==> config.mk <==
export PLATFORM = sky130hd
export DESIGN_NAME = pc_fetch_unit
export DESIGN_NICKNAME = d
export VERILOG_FILES = /design/src/rtl/mips_pkg.sv /design/src/rtl/pc_target_select.sv /design/src/rtl/pc_fetch_unit.sv
export SDC_FILE = /design/constraint.sdc
export NUM_CORES = 1
export LEC_CHECK = 0
export ABC_AREA = 0
export CORE_UTILIZATION = 49
export DETAILED_ROUTE_END_ITERATION = 6
export GPL_ROUTABILITY_DRIVEN = 0
export GPL_TIMING_DRIVEN = 0
export PLACE_DENSITY_LB_ADDON = 0.05
export SLEW_MARGIN = 10
export SYNTH_ARGS = -nofsm -noshare
export SYNTH_HDL_FRONTEND = slang
export SYNTH_HIERARCHICAL = 1
export SYNTH_SLANG_ARGS = --single-unit
==> constraint.sdc <==
create_clock -name clk -period 6.9 [get_ports clk]
set_input_delay 1.38 -clock clk [delete_from_list [all_inputs] [get_ports clk]]
set_output_delay 1.38 -clock clk [all_outputs]
set_load 0.01 [all_outputs]
==> src/rtl/mips_pkg.sv <==
// Shared definitions for the MIPS fetch front end.
package mips_pkg;

    localparam logic [31:0] RESET_PC_DEFAULT = 32'h0040_0000;
    localparam int          WORD_BYTES       = 4;

    typedef enum logic {
        S_IDLE,
        S_REQ
    } fetch_state_t;

endpackage

==> src/rtl/pc_target_select.sv <==
// Redirect selection: picks the highest-priority control-flow change (jr > jump > branch)
// and forms its target address.
module pc_target_select
    import mips_pkg::*;
#(
    parameter int ADDR_W = 32
) (
    input  logic [ADDR_W-1:0] pc_plus4,
    input  logic              branch_taken,
    input  logic [ADDR_W-1:0] branch_base,
    input  logic [ADDR_W-1:0] branch_offset_sl,
    input  logic              jump,
    input  logic [25:0]       jump_index,
    input  logic              jr,
    input  logic [ADDR_W-1:0] jr_addr,
    output logic              redirect,
    output logic [ADDR_W-1:0] target,
    output logic              misaligned
);

    // Priority mux over the three redirect sources; jr drops its low bits and flags them.
    always_comb begin
        redirect   = 1'b0;
        target     = '0;
        misaligned = 1'b0;
        if (jr) begin
            redirect   = 1'b1;
            target     = {jr_addr[ADDR_W-1:2], 2'b00};
            misaligned = |jr_addr[1:0];
        end else if (jump) begin
            redirect = 1'b1;
            target   = {pc_plus4[ADDR_W-1:28], jump_index, 2'b00};
        end else if (branch_taken) begin
            redirect = 1'b1;
            target   = branch_base + branch_offset_sl;
        end
    end

endmodule

==> src/rtl/pc_fetch_unit.sv <==
// Program counter and single-outstanding instruction fetch sequencer.
// A redirect arriving while a fetch is outstanding is parked in a pending register
// and applied when memory acknowledges, dropping the wrong-path word.
module pc_fetch_unit
    import mips_pkg::*;
#(
    parameter int                ADDR_W   = 32,
    parameter logic [ADDR_W-1:0] RESET_PC = ADDR_W'(RESET_PC_DEFAULT)
) (
    input  logic              clk,
    input  logic              reset,
    input  logic              stall,
    input  logic              branch_taken,
    input  logic [ADDR_W-1:0] branch_base,
    input  logic [ADDR_W-1:0] branch_offset_sl,
    input  logic              jump,
    input  logic [25:0]       jump_index,
    input  logic              jr,
    input  logic [ADDR_W-1:0] jr_addr,
    output logic              imem_req,
    output logic [ADDR_W-1:0] imem_addr,
    input  logic              imem_ack,
    output logic              instr_valid,
    output logic [ADDR_W-1:0] pc_out,
    output logic [ADDR_W-1:0] pc_plus4,
    output logic              misaligned
);

    fetch_state_t      state, state_next;
    logic [ADDR_W-1:0] pc, pc_next;
    logic              pend_flag, pend_flag_next;
    logic [ADDR_W-1:0] pend_target, pend_target_next;

    logic              redirect;
    logic [ADDR_W-1:0] target;
    logic              sel_misaligned;

    pc_target_select #(
        .ADDR_W(ADDR_W)
    ) u_target_select (
        .pc_plus4         (pc_plus4),
        .branch_taken     (branch_taken),
        .branch_base      (branch_base),
        .branch_offset_sl (branch_offset_sl),
        .jump             (jump),
        .jump_index       (jump_index),
        .jr               (jr),
        .jr_addr          (jr_addr),
        .redirect         (redirect),
        .target           (target),
        .misaligned       (sel_misaligned)
    );

    assign imem_req   = (state == S_REQ);
    assign imem_addr  = pc;
    assign pc_out     = pc;
    assign pc_plus4   = pc + ADDR_W'(WORD_BYTES);
    // Held low while reset is asserted so a stray jr during reset does not pulse it.
    assign misaligned = sel_misaligned & reset;

    // State, PC and pending-redirect registers; reset abandons any outstanding request.
    always_ff @(posedge clk or negedge reset) begin
        if (!reset) begin
            state       <= S_IDLE;
            pc          <= RESET_PC;
            pend_flag   <= 1'b0;
            pend_target <= '0;
        end else begin
            state       <= state_next;
            pc          <= pc_next;
            pend_flag   <= pend_flag_next;
            pend_target <= pend_target_next;
        end
    end

    // Fetch sequencing: next PC selection, redirect parking and instr_valid generation.
    always_comb begin
        state_next       = state;
        pc_next          = pc;
        pend_flag_next   = pend_flag;
        pend_target_next = pend_target;
        instr_valid      = 1'b0;
        case (state)
            S_IDLE: begin
                if (redirect) begin
                    pc_next = target;
                end
                if (!stall) begin
                    state_next = S_REQ;
                end
            end
            S_REQ: begin
                if (imem_ack) begin
                    instr_valid    = !redirect && !pend_flag;
                    pend_flag_next = 1'b0;
                    if (redirect) begin
                        pc_next = target;
                    end else if (pend_flag) begin
                        pc_next = pend_target;
                    end else begin
                        pc_next = pc + ADDR_W'(WORD_BYTES);
                    end
                    if (stall) begin
                        state_next = S_IDLE;
                    end
                end else if (redirect) begin
                    pend_flag_next   = 1'b1;
                    pend_target_next = target;
                end
            end
            default: begin
                state_next = S_IDLE;
            end
        endcase
    end

endmodule

==> flow_metrics.py <==
metrics = {
    "cells_and_area": {
        "fin_cells": 1101,
        "fin_util": 0.732,
        "final_common_cell": "clkdlybuf4s50_1",
        "drive_above_1_share": 0.110,
        "layout_common_cells": "225 x clkdlybuf4s50_1, 65 x dfrtp_1, 58 x a21oi_1",
        "area_growth_pct": 45.7,
        "antenna_cells": 0,
        "nNetsFinal": 1111,
    },
    "clocking": {
        "root_buffer": "clkbuf_16",
        "clk_pin_slew_worst_paths_ps": 60,
        "htree_levels": 3,
        "cts_buffers": 9,
        "clk_path_buf_depth": 2,
        "cts_hold_buffers": 0,
        "postCtsSetupBuffers": 0,
        "cts_tree": "yes",
        "cts_resized": 0,
        "worstSkewPairLatency_ps": 330,
        "cts.sinks": 66,
    },
    "timing": {
        "hold_slack_ps": 502,
        "skew_ps": 9.93,
        "drv_slew": 0,
        "fin_crit_sh": 0.805,
        "tightest_slew_ps": 714,
        "fin_tns_setup_ps": 0,
        "setup_violations": 0,
        "min_period_ps": 5550,
        "rsz0062_at_grt": "false",
        "slew_headroom": 0.524,
        "hold_viol_final": 0,
        "max_clock_freq_mhz": 180,
    },
    "synthesis": {
        "synth-async-reset-ratio": 1.00,
        "synth_seq_cells": 66,
        "netlist_instances": 711,
        "avgSynthCellArea_um2": 8.49,
        "seq_area_frac_synth": 0.274,
        "synth_edf_count": 0,
        "syn_area_um2": 6040,
        "syn-num-nets": 873,
        "synthTopCellsByArea": "dfrtp_1 27%, ha_1 6.6%, mux2_2 6.2%",
        "synth-main-ff-cell": "dfrtp_1",
        "ys_types": 66,
        "yosys.area.top_type": "dfrtp_1",
        "synth_warnings": 6,
        "synth_top_cell_area_share": 0.269,
    },
    "route": {
        "vias": 6514,
        "drt_iter0_markers": 464,
        "first_pass_iters": 6,
        "vias_per_cell": 5.92,
        "finalWirelength_mm": 19.2,
        "drtAntennaViolNets": 0,
        "avgRoutedWirePerCell_um": 17.4,
        "remaining_drc_errors": 0,
    },
    "grt": {
        "grt_max_degree": 44,
        "overflow": 0,
        "antenna_found_initial": 0,
        "grt_pass1_wl_mm": 30.7,
        "grt_pass1_vias": 6199,
        "track_usage": 0.298,
    },
    "setup_path": {
        "end_kind": "output pin",
        "startpoint_type": "primary input",
        "critPathCapture": "instr_valid",
        "startpoint": "jr",
        "worstPathRequired_ps": 5520,
        "cp_max_fo": 10,
        "worstPathArrival_ps": 4170,
        "r2r_end": "imem_addr[31]$_DFFE_PN0P_",
        "reg2reg_depth": 9,
        "worstSetupPathType": "in -> out",
        "r2r_start": "imem_addr[9]$_DFFE_PN0P_",
        "reg2reg_slack_ps": 3800,
    },
    "floorplan": {
        "rows": 40,
        "core_area_um2": 12000,
        "die-area_um2": 12800,
        "initial_core_util": 0.503,
        "die_x_um": 113,
        "die_y_um": 113,
        "io_pins": 228,
    },
    "pwr": {
        "intPower_mw": 1.17,
        "p_leak_nw": 3.69,
        "vdd_drop_max_uv": 136,
        "p_per_area_nw_per_um2": 201,
        "pwr-share-comb": 0.436,
        "switching_share": 0.338,
        "pwr-share-clk": 0.260,
        "power_mw": 1.77,
        "power_frac_seq": 0.305,
        "p_sw_mw": 0.598,
    },
    "job": {
        "cap_viol_max_count": 0,
    },
    "placement": {
        "dp.cells": 1085,
        "dp_hpwl_mm": 15.5,
        "io_buffers": 226,
    },
    "hold_path": {
        "holdCritPathClass": "reg -> reg",
    },
    "status": {
        "outcome": "finished clean",
    },
}
final cells by class:
type,instances,area [um2]
inverters,26,97.6
flip-flops and latches,66,1650
clock inverters,6,66.3
fillers,915,3210
multi-input cells,549,3890
repair buffers,227,2280
plain buffers,70,394
well taps,147,184
clock buffers,10,229
synthesized netlist by cell type, types with 8 or more instances:
library cell   n
nand3_1       24
nor2b_1        9
xor2_1        22
clkbuf_1      29
dfrtp_1       65
mux2_2        33
a21o_1        12
buf_4         34
mux2i_1        8
o21ai_0       57
a21oi_1       58
ha_1          32
nand2b_1      11
nand2_1       54
and3_1        11
inv_1         26
nor3_1        11
a221o_1       11
a22oi_1       25
xnor2_1       32
nor2_1        30
nand4_1        8
state kept, by name, indices dropped and copies added (netlist names):
register and cells:
imem_addr 32, imem_req 1, pend_flag 1, pend_target 32
cells by family (layout without fill, tap and decap cells):
group,after synthesis,after routing,share of synthesized area
compound gates,236,236,0.260
xor+xnor,54,54,0.0783
fa+ha+maj,33,33,0.0696
buf+inv,96,339,0.0814
flops,66,66,0.274
mux,41,41,0.0748
simple gates,185,185,0.162
through the flow:
step / area (um2) / setup slack (ps)
finish: 8800 / 1350
global route: 8800 / 1150
CTS: 8800 / 1400
detailed placement: 8500 / 1390
global placement: 8480 / 604
floorplan: 6040 / 2790
critical path, cell delays in order:
cell,delay [ps]
clkdlybuf4s50_1,450
clkbuf_1,220
or3_1,360
clkbuf_1,190
nand2b_1,240
nor2_1,270
nand2_1,280
inv_1,210
clkdlybuf4s50_1,570
routing by layer:
metal,global-route usage,up-vias,share of wire
met5,0,-,0
met4,0.0947,0,0.019
met3,0.0407,33,0.081
met2,0.515,365,0.49
met1,0.386,3039,0.41
li1,-,3077,-
power by group through the flow:
stage          logic, mW  clock network, mW  registers (mW)
2_1_floorplan      0.396                  0           0.536
3_3_place_gp       0.741                  0           0.536
3_5_place_dp       0.761                  0           0.543
4_1_cts            0.765              0.455           0.536
5_1_grt            0.824              0.471           0.548
6_report           0.769              0.458           0.538
how the worst min path moves through the flow:
stage | from | endpoint | slack (ps) | depth (start not counted)
final | pend_target[6]$_DFFE_PN0P_ | pend_target[6]$_DFFE_PN0P_ | 500 | 1
after CTS | pend_target[6]$_DFFE_PN0P_ | pend_target[6]$_DFFE_PN0P_ | 500 | 1
after floorplan | pend_target[20]$_DFFE_PN0P_ | pend_target[20]$_DFFE_PN0P_ | 450 | 2
after detailed placement | pend_target[20]$_DFFE_PN0P_ | pend_target[20]$_DFFE_PN0P_ | 490 | 2
after global routing | pend_target[7]$_DFFE_PN0P_ | pend_target[7]$_DFFE_PN0P_ | 510 | 1
after global placement | pend_target[20]$_DFFE_PN0P_ | pend_target[20]$_DFFE_PN0P_ | 470 | 2
Note: power is estimated with default switching activity, not from simulation.
